File: config.mk
export PLATFORM = sky130hd
export DESIGN_NAME = button_events
export DESIGN_NICKNAME = d
export VERILOG_FILES = /design/src/rtl/button_events.sv
export SDC_FILE = /design/constraint.sdc
export NUM_CORES = 1
export LEC_CHECK = 0
export CAP_MARGIN = 30
export CORE_AREA = 2 2 112 114
export CTS_BUF_LIST = sky130_fd_sc_hd__clkbuf_2
export DETAILED_ROUTE_END_ITERATION = 12
export DIE_AREA = 0 0 114 116
export PLACE_DENSITY = 0.83
export RECOVER_POWER = 100
export REMOVE_ABC_BUFFERS = 1
export SKIP_CTS_REPAIR_TIMING = 1
export SLEW_MARGIN = 15
export SYNTH_ARGS = -nofsm -noshare
export SYNTH_HDL_FRONTEND = slang
export SYNTH_SLANG_ARGS = --single-unit
File: constraint.sdc
create_clock -name clock_in -period 3.35 [get_ports clock_in]
set_clock_uncertainty 0.15 [all_clocks]
set_input_delay 0.67 -clock clock_in [delete_from_list [all_inputs] [get_ports clock_in]]
set_output_delay 0.67 -clock clock_in [all_outputs]
set_load 0.02 [all_outputs]
File: src/rtl/button_events.sv
// Turns a debounced button level into single-cycle press/release/long/repeat/double
// pulses plus a registered held level. All outputs are registered.
module button_events #(
    parameter int LONG_CYCLES   = 65_000_000,
    parameter int REPEAT_DELAY  = 32_500_000,
    parameter int REPEAT_PERIOD = 6_500_000,
    parameter int DOUBLE_WINDOW = 19_500_000
) (
    input  logic clock_in,
    input  logic reset_n_in,
    input  logic clean_in,
    output logic press_out,
    output logic release_out,
    output logic long_out,
    output logic repeat_out,
    output logic double_out,
    output logic held_out
);

    localparam int MAX_A = (LONG_CYCLES > REPEAT_DELAY) ? LONG_CYCLES : REPEAT_DELAY;
    localparam int MAX_B = (REPEAT_PERIOD > DOUBLE_WINDOW) ? REPEAT_PERIOD : DOUBLE_WINDOW;
    localparam int MAX_P = (MAX_A > MAX_B) ? MAX_A : MAX_B;
    localparam int CW    = $clog2(MAX_P) + 1;

    typedef logic [CW-1:0] cnt_t;

    localparam cnt_t LONG_C   = cnt_t'(LONG_CYCLES);
    localparam cnt_t DELAY_C  = cnt_t'(REPEAT_DELAY);
    localparam cnt_t WINDOW_C = cnt_t'(DOUBLE_WINDOW);
    // A period longer than the delay cannot be reloaded below zero; clamp to a full delay.
    localparam cnt_t RELOAD_C = cnt_t'((REPEAT_DELAY > REPEAT_PERIOD) ?
                                       (REPEAT_DELAY - REPEAT_PERIOD) : 0);

    typedef enum logic [1:0] {
        IDLE,
        HELD,
        GAP
    } state_t;

    state_t state_q, state_d;

    logic prev_q,       prev_d;
    logic armed_q,      armed_d;
    cnt_t hold_cnt_q,   hold_cnt_d;
    cnt_t rep_cnt_q,    rep_cnt_d;
    cnt_t gap_cnt_q,    gap_cnt_d;
    logic long_done_q,  long_done_d;
    logic was_double_q, was_double_d;
    logic press_q,      press_d;
    logic release_q,    release_d;
    logic long_q,       long_d;
    logic repeat_q,     repeat_d;
    logic double_q,     double_d;
    logic held_q,       held_d;

    logic rise, fall;
    cnt_t hold_inc, rep_inc, gap_inc;
    logic long_hit, rep_hit, gap_open, gap_expired;

    function automatic cnt_t sat_inc(input cnt_t c);
        return (c == '1) ? c : cnt_t'(c + 1'b1);
    endfunction

    assign rise        = armed_q & clean_in & ~prev_q;
    assign fall        = armed_q & ~clean_in & prev_q;
    assign hold_inc    = sat_inc(hold_cnt_q);
    assign rep_inc     = sat_inc(rep_cnt_q);
    assign gap_inc     = sat_inc(gap_cnt_q);
    assign long_hit    = ~long_done_q & (hold_inc == LONG_C);
    assign rep_hit     = (rep_inc == DELAY_C);
    assign gap_open    = (gap_cnt_q < WINDOW_C);
    assign gap_expired = (gap_inc >= WINDOW_C);

    always_ff @(posedge clock_in or negedge reset_n_in) begin
        if (!reset_n_in) begin
            state_q <= IDLE;
        end else begin
            state_q <= state_d;
        end
    end

    always_comb begin
        state_d = state_q;
        case (state_q)
            IDLE:    if (rise) state_d = HELD;
            HELD:    if (fall) state_d = GAP;
            GAP: begin
                if (rise)             state_d = HELD;
                else if (gap_expired) state_d = IDLE;
            end
            default: state_d = IDLE;
        endcase
    end

    always_comb begin
        prev_d       = clean_in;
        armed_d      = 1'b1;
        hold_cnt_d   = hold_cnt_q;
        rep_cnt_d    = rep_cnt_q;
        gap_cnt_d    = gap_cnt_q;
        long_done_d  = long_done_q;
        was_double_d = was_double_q;
        held_d       = held_q;
        press_d      = 1'b0;
        release_d    = 1'b0;
        long_d       = 1'b0;
        repeat_d     = 1'b0;
        double_d     = 1'b0;
        case (state_q)
            IDLE: begin
                if (rise) begin
                    press_d      = 1'b1;
                    held_d       = 1'b1;
                    hold_cnt_d   = '0;
                    rep_cnt_d    = '0;
                    long_done_d  = 1'b0;
                    was_double_d = 1'b0;
                end else if (fall) begin
                    // Button held through reset: its release is still reported.
                    release_d = 1'b1;
                end
            end
            HELD: begin
                if (fall) begin
                    release_d   = 1'b1;
                    held_d      = 1'b0;
                    gap_cnt_d   = '0;
                    long_done_d = 1'b0;
                end else begin
                    hold_cnt_d = hold_inc;
                    rep_cnt_d  = rep_hit ? RELOAD_C : rep_inc;
                    repeat_d   = rep_hit;
                    if (long_hit) begin
                        long_d      = 1'b1;
                        long_done_d = 1'b1;
                    end
                end
            end
            GAP: begin
                gap_cnt_d = gap_inc;
                if (rise) begin
                    press_d      = 1'b1;
                    held_d       = 1'b1;
                    hold_cnt_d   = '0;
                    rep_cnt_d    = '0;
                    long_done_d  = 1'b0;
                    double_d     = gap_open & ~was_double_q;
                    was_double_d = gap_open & ~was_double_q;
                end else if (gap_expired) begin
                    was_double_d = 1'b0;
                end
            end
            default: ;
        endcase
    end

    always_ff @(posedge clock_in or negedge reset_n_in) begin
        if (!reset_n_in) begin
            prev_q       <= 1'b0;
            armed_q      <= 1'b0;
            hold_cnt_q   <= '0;
            rep_cnt_q    <= '0;
            gap_cnt_q    <= '0;
            long_done_q  <= 1'b0;
            was_double_q <= 1'b0;
            press_q      <= 1'b0;
            release_q    <= 1'b0;
            long_q       <= 1'b0;
            repeat_q     <= 1'b0;
            double_q     <= 1'b0;
            held_q       <= 1'b0;
        end else begin
            prev_q       <= prev_d;
            armed_q      <= armed_d;
            hold_cnt_q   <= hold_cnt_d;
            rep_cnt_q    <= rep_cnt_d;
            gap_cnt_q    <= gap_cnt_d;
            long_done_q  <= long_done_d;
            was_double_q <= was_double_d;
            press_q      <= press_d;
            release_q    <= release_d;
            long_q       <= long_d;
            repeat_q     <= repeat_d;
            double_q     <= double_d;
            held_q       <= held_d;
        end
    end

    assign press_out   = press_q;
    assign release_out = release_q;
    assign long_out    = long_q;
    assign repeat_out  = repeat_q;
    assign double_out  = double_q;
    assign held_out    = held_q;

endmodule

==> key figures <==
Min path
  – Worst min-delay path class: input port to asynchronous set/reset pin

Yosys
  – Share of synthesized flip-flops with an asynchronous set or reset: 1.00
  – Most common cell in the netlist: nand2_1
  – Synthesized area: 6470 sq um
  – Number of warnings issued by yosys: 0
  – Seq/Total Area, Yosys: 0.359
  – Top cells by area in the synthesized netlist: dfrtp_1 36%, o21ai_0 6.8%, nand2_1 6.1%
  – Post-synthesis average cell area: 7.98 sq um
  – Register bit total from synthesis: 93
  – Count of distinct cell types in the synthesized netlist: 85
  – Cell types with the highest counts after synthesis: 106 x nand2_1, 93 x dfrtp_1, 88 x o21ai_0, 63 x nor2_1
  – Cell accounting for the most synthesized area: dfrtp_1
  – Post-synth EDFFs: 0
  – Most used flip-flop cell after synthesis: dfrtp_1
  – Mapped Cells: 811
  – Area share of the largest cell type after synthesis: 0.359

Critical path
  – Sequence of cells on the critical path: ha_1, inv_1, nor4_1, a21oi_1, or3b_1, a222oi_1, nand4_2, buf_4, a21bo_2, o211a_1
  – Arrival time at the worst endpoint: 3510 ps
  – Worst reg2reg path depth: 10
  – Setup crit end kind: flip-flop
  – Cell with the largest stage delay on the worst path: dfrtp_1
  – Crit path required time: 3740 ps
  – CP startpoint kind: flip-flop
  – Worst stage delay on the critical path: 500 ps
  – Critical path peak fanout: 8
  – Critical path type: flip-flop to flip-flop

Global routing
  – Remaining global-route overflow: 0
  – Gr usage total: 0.264
  – Largest net degree at the start of global routing: 69
  – Number of antenna violations at the first check in global routing: 0
  – Wire length of the first global-routing pass: 28400 um
  – Vias in the first global route: 5767

Pwr
  – Clock network power share: 0.195
  – Maximum ir drop on the vdd rail: 0.000266 V
  – Fraction of power spent switching nets: 0.422
  – Power density relative to cell area: 446 nW/um^2
  – Internal power: 0.00178 W
  – Leakage power total: 2.75 nW
  – Switching power of the nets: 0.00130 W
  – Part of the total power dissipated in sequential elements: 0.473
  – Part of the power in combinational logic: 0.331

Drt
  – Post-DRT Antenna Nets: 0
  – Detailed Route WL: 16600 um
  – Ratio of routed vias to standard cells: 6.52
  – First DRT Iteration DRCs: 581
  – Routed length per placed instance: 17.1 um
  – DRT Pass-1 Iters: 5
  – Detailed-route via count: 6331
  – Post-route DRC violation count: 0

Run status
  – Violations in the final reports: max-capacitance violations, max-slew violations
  – Run status: finished, violations left

Placed design
  – Detailed Place HPWL: 11700 um
  – Number of buffer cells added on primary ports: 8
  – RD Place Congestion: 0.995

Final layout
  – Count of filler cells inserted in the layout: 1106
  – Multi-input gate area: 3830 sq um
  – Diode insertion count for antenna repair: 0
  – Layout net count: 825
  – Relative area change from synthesis to final layout: 6.47%
  – Share of the core filled with cells in the final layout: 0.579
  – Area used by sequential logic in the layout: 2330 sq um
  – Share of final-layout standard cells stronger than drive strength 1: 0.0983

Floorplanning
  – Number of primary I/O pins: 9
  – Horizontal die dimension: 114 um
  – Chip height: 116 um
  – Site row count: 40
  – Total Die Area: 13200 sq um
  – Starting density of the core: 0.544
  – Floorplan core area: 11900 sq um

STA
  – Setup_tns: 0 ps
  – Tcrit/Tclk final: 0.931
  – Max Clock Freq: 321 MHz
  – Worst slew slack as a fraction of its limit: -0.118
  – Final Hold Violating Endpoints: 0
  – Slew at the pin closest to its max-slew limit: 1680 ps
  – Post-route minimum period: 3120 ps
  – RSZ-0062 raised after global routing: false
  – Final Max Slew Viols: 69
  – Setup violation total in the final timing report: 0

CTS
  – Number of buffers on the longest clock path: 2
  – Root buf cell: clkbuf_2
  – CTS H-tree lvls: 3
  – Clock tree from TritonCTS: built
  – Clock Sink Count: 93
  – Num CTS Buffers: 9
  – Reg clk slew, reported paths: 260 ps
  – Clock insertion delay at the later pin of the skew report: 630 ps

Job
  – Total of max-cap violations: 1
[power groups by stage]
stage	sequential [W]	combinational [W]	clock, W
after detailed placement	0.00147	0.00102	0
after global routing	0.00148	0.00114	0.000655
final	0.00146	0.00102	0.000601
after floorplan	0.00145	0.000617	0
after CTS	0.00145	0.00102	0.000609
after global placement	0.00146	0.000997	0
[path summary, 6_finish.rpt]
kind                           startpoint        endpoint  slack [ps]
max in group asynchronous      reset_n_in    gap_cnt_q[3]        1340
setup reg to reg             rep_cnt_q[0]   rep_cnt_q[12]         230
min in group clock_in      hold_cnt_q[19]  hold_cnt_q[19]         400
setup / recovery             rep_cnt_q[0]   rep_cnt_q[12]         230
hold / removal                 reset_n_in   rep_cnt_q[14]         290
hold reg to reg            hold_cnt_q[19]  hold_cnt_q[19]         400
[through the flow]
step	cell area, sq um	total power, W	setup slack (ps)	cells	hold slack [ps]
2_1_floorplan	6190	0.00207	155	754	224
6_report	6890	0.00307	231	971	289
3_5_place_dp	6800	0.00248	205	955	361
4_1_cts	6920	0.00308	175	971	-16.9
3_3_place_gp	6800	0.00246	291	955	355
5_1_grt	6890	0.00328	4.19	971	416
[cells by family after synthesis]
group,count (synthesis),share of synthesized area
and+or+nand+nor,381,0.315
DFF,93,0.359
AOI/OAI and AO/OA,232,0.227
adders and majority gates,3,0.00580
muxes,5,0.00812
buffers and inverters,72,0.0524
other,1,0.000579
xor gates and xnor gates,24,0.0325
[sequential cells by signal (all words and copies together), names as in the netlist]
signal,count
held_out,1
double_out,1
repeat_out,1
rep_cnt_q,27
prev_q,1
hold_cnt_q,27
long_done_q,1
was_double_q,1
long_out,1
press_out,1
armed_q,1
state_q,2
release_out,1
gap_cnt_q,27
[cells in the final DEF (no fill, tap or decap), types with 11 or more instances in the layout]
| master | netlist | routed |
|---|---|---|
| a21oi_1 | 41 | 41 |
| a31oi_1 | 19 | 19 |
| nand4_1 | 37 | 37 |
| buf_4 | 3 | 35 |
| o31ai_1 | 13 | 13 |
| nand3_1 | 41 | 41 |
| and3_1 | 23 | 23 |
| nor4_1 | 13 | 11 |
| and4_1 | 15 | 15 |
| clkbuf_2 | 0 | 12 |
| xor2_1 | 11 | 11 |
| nor2_1 | 63 | 63 |
| nand2_1 | 106 | 106 |
| dfrtp_1 | 93 | 92 |
| o21ai_0 | 88 | 89 |
| inv_1 | 14 | 14 |
| nor3_1 | 20 | 20 |
| xnor2_1 | 13 | 13 |
[per-layer routing]
metal  share of wire  GRT usage
met4           0.023      0.104
met3           0.072     0.0392
met5               0          0
met1            0.45      0.379
met2            0.45      0.404
[critical path, delay by kind of cell, from the launching register on]
family | cells | cell delay (ps)
and+or+nand+nor | 3 | 900
adders and majority gates | 1 | 320
DFF | 1 | 500
AOI/OAI and AO/OA | 4 | 860
buffers and inverters | 2 | 330
[area by class of cell]
class | count | share of cell area
Tap cell | 147 | 0.0267
Inverter | 15 | 0.00817
Clock buffer | 10 | 0.00726
Sequential cell | 93 | 0.338
Timing Repair Buffer | 54 | 0.0552
Multi-Input combinational cell | 646 | 0.555
Clock inverter | 6 | 0.00998
Power figures use the tool's default switching activity.
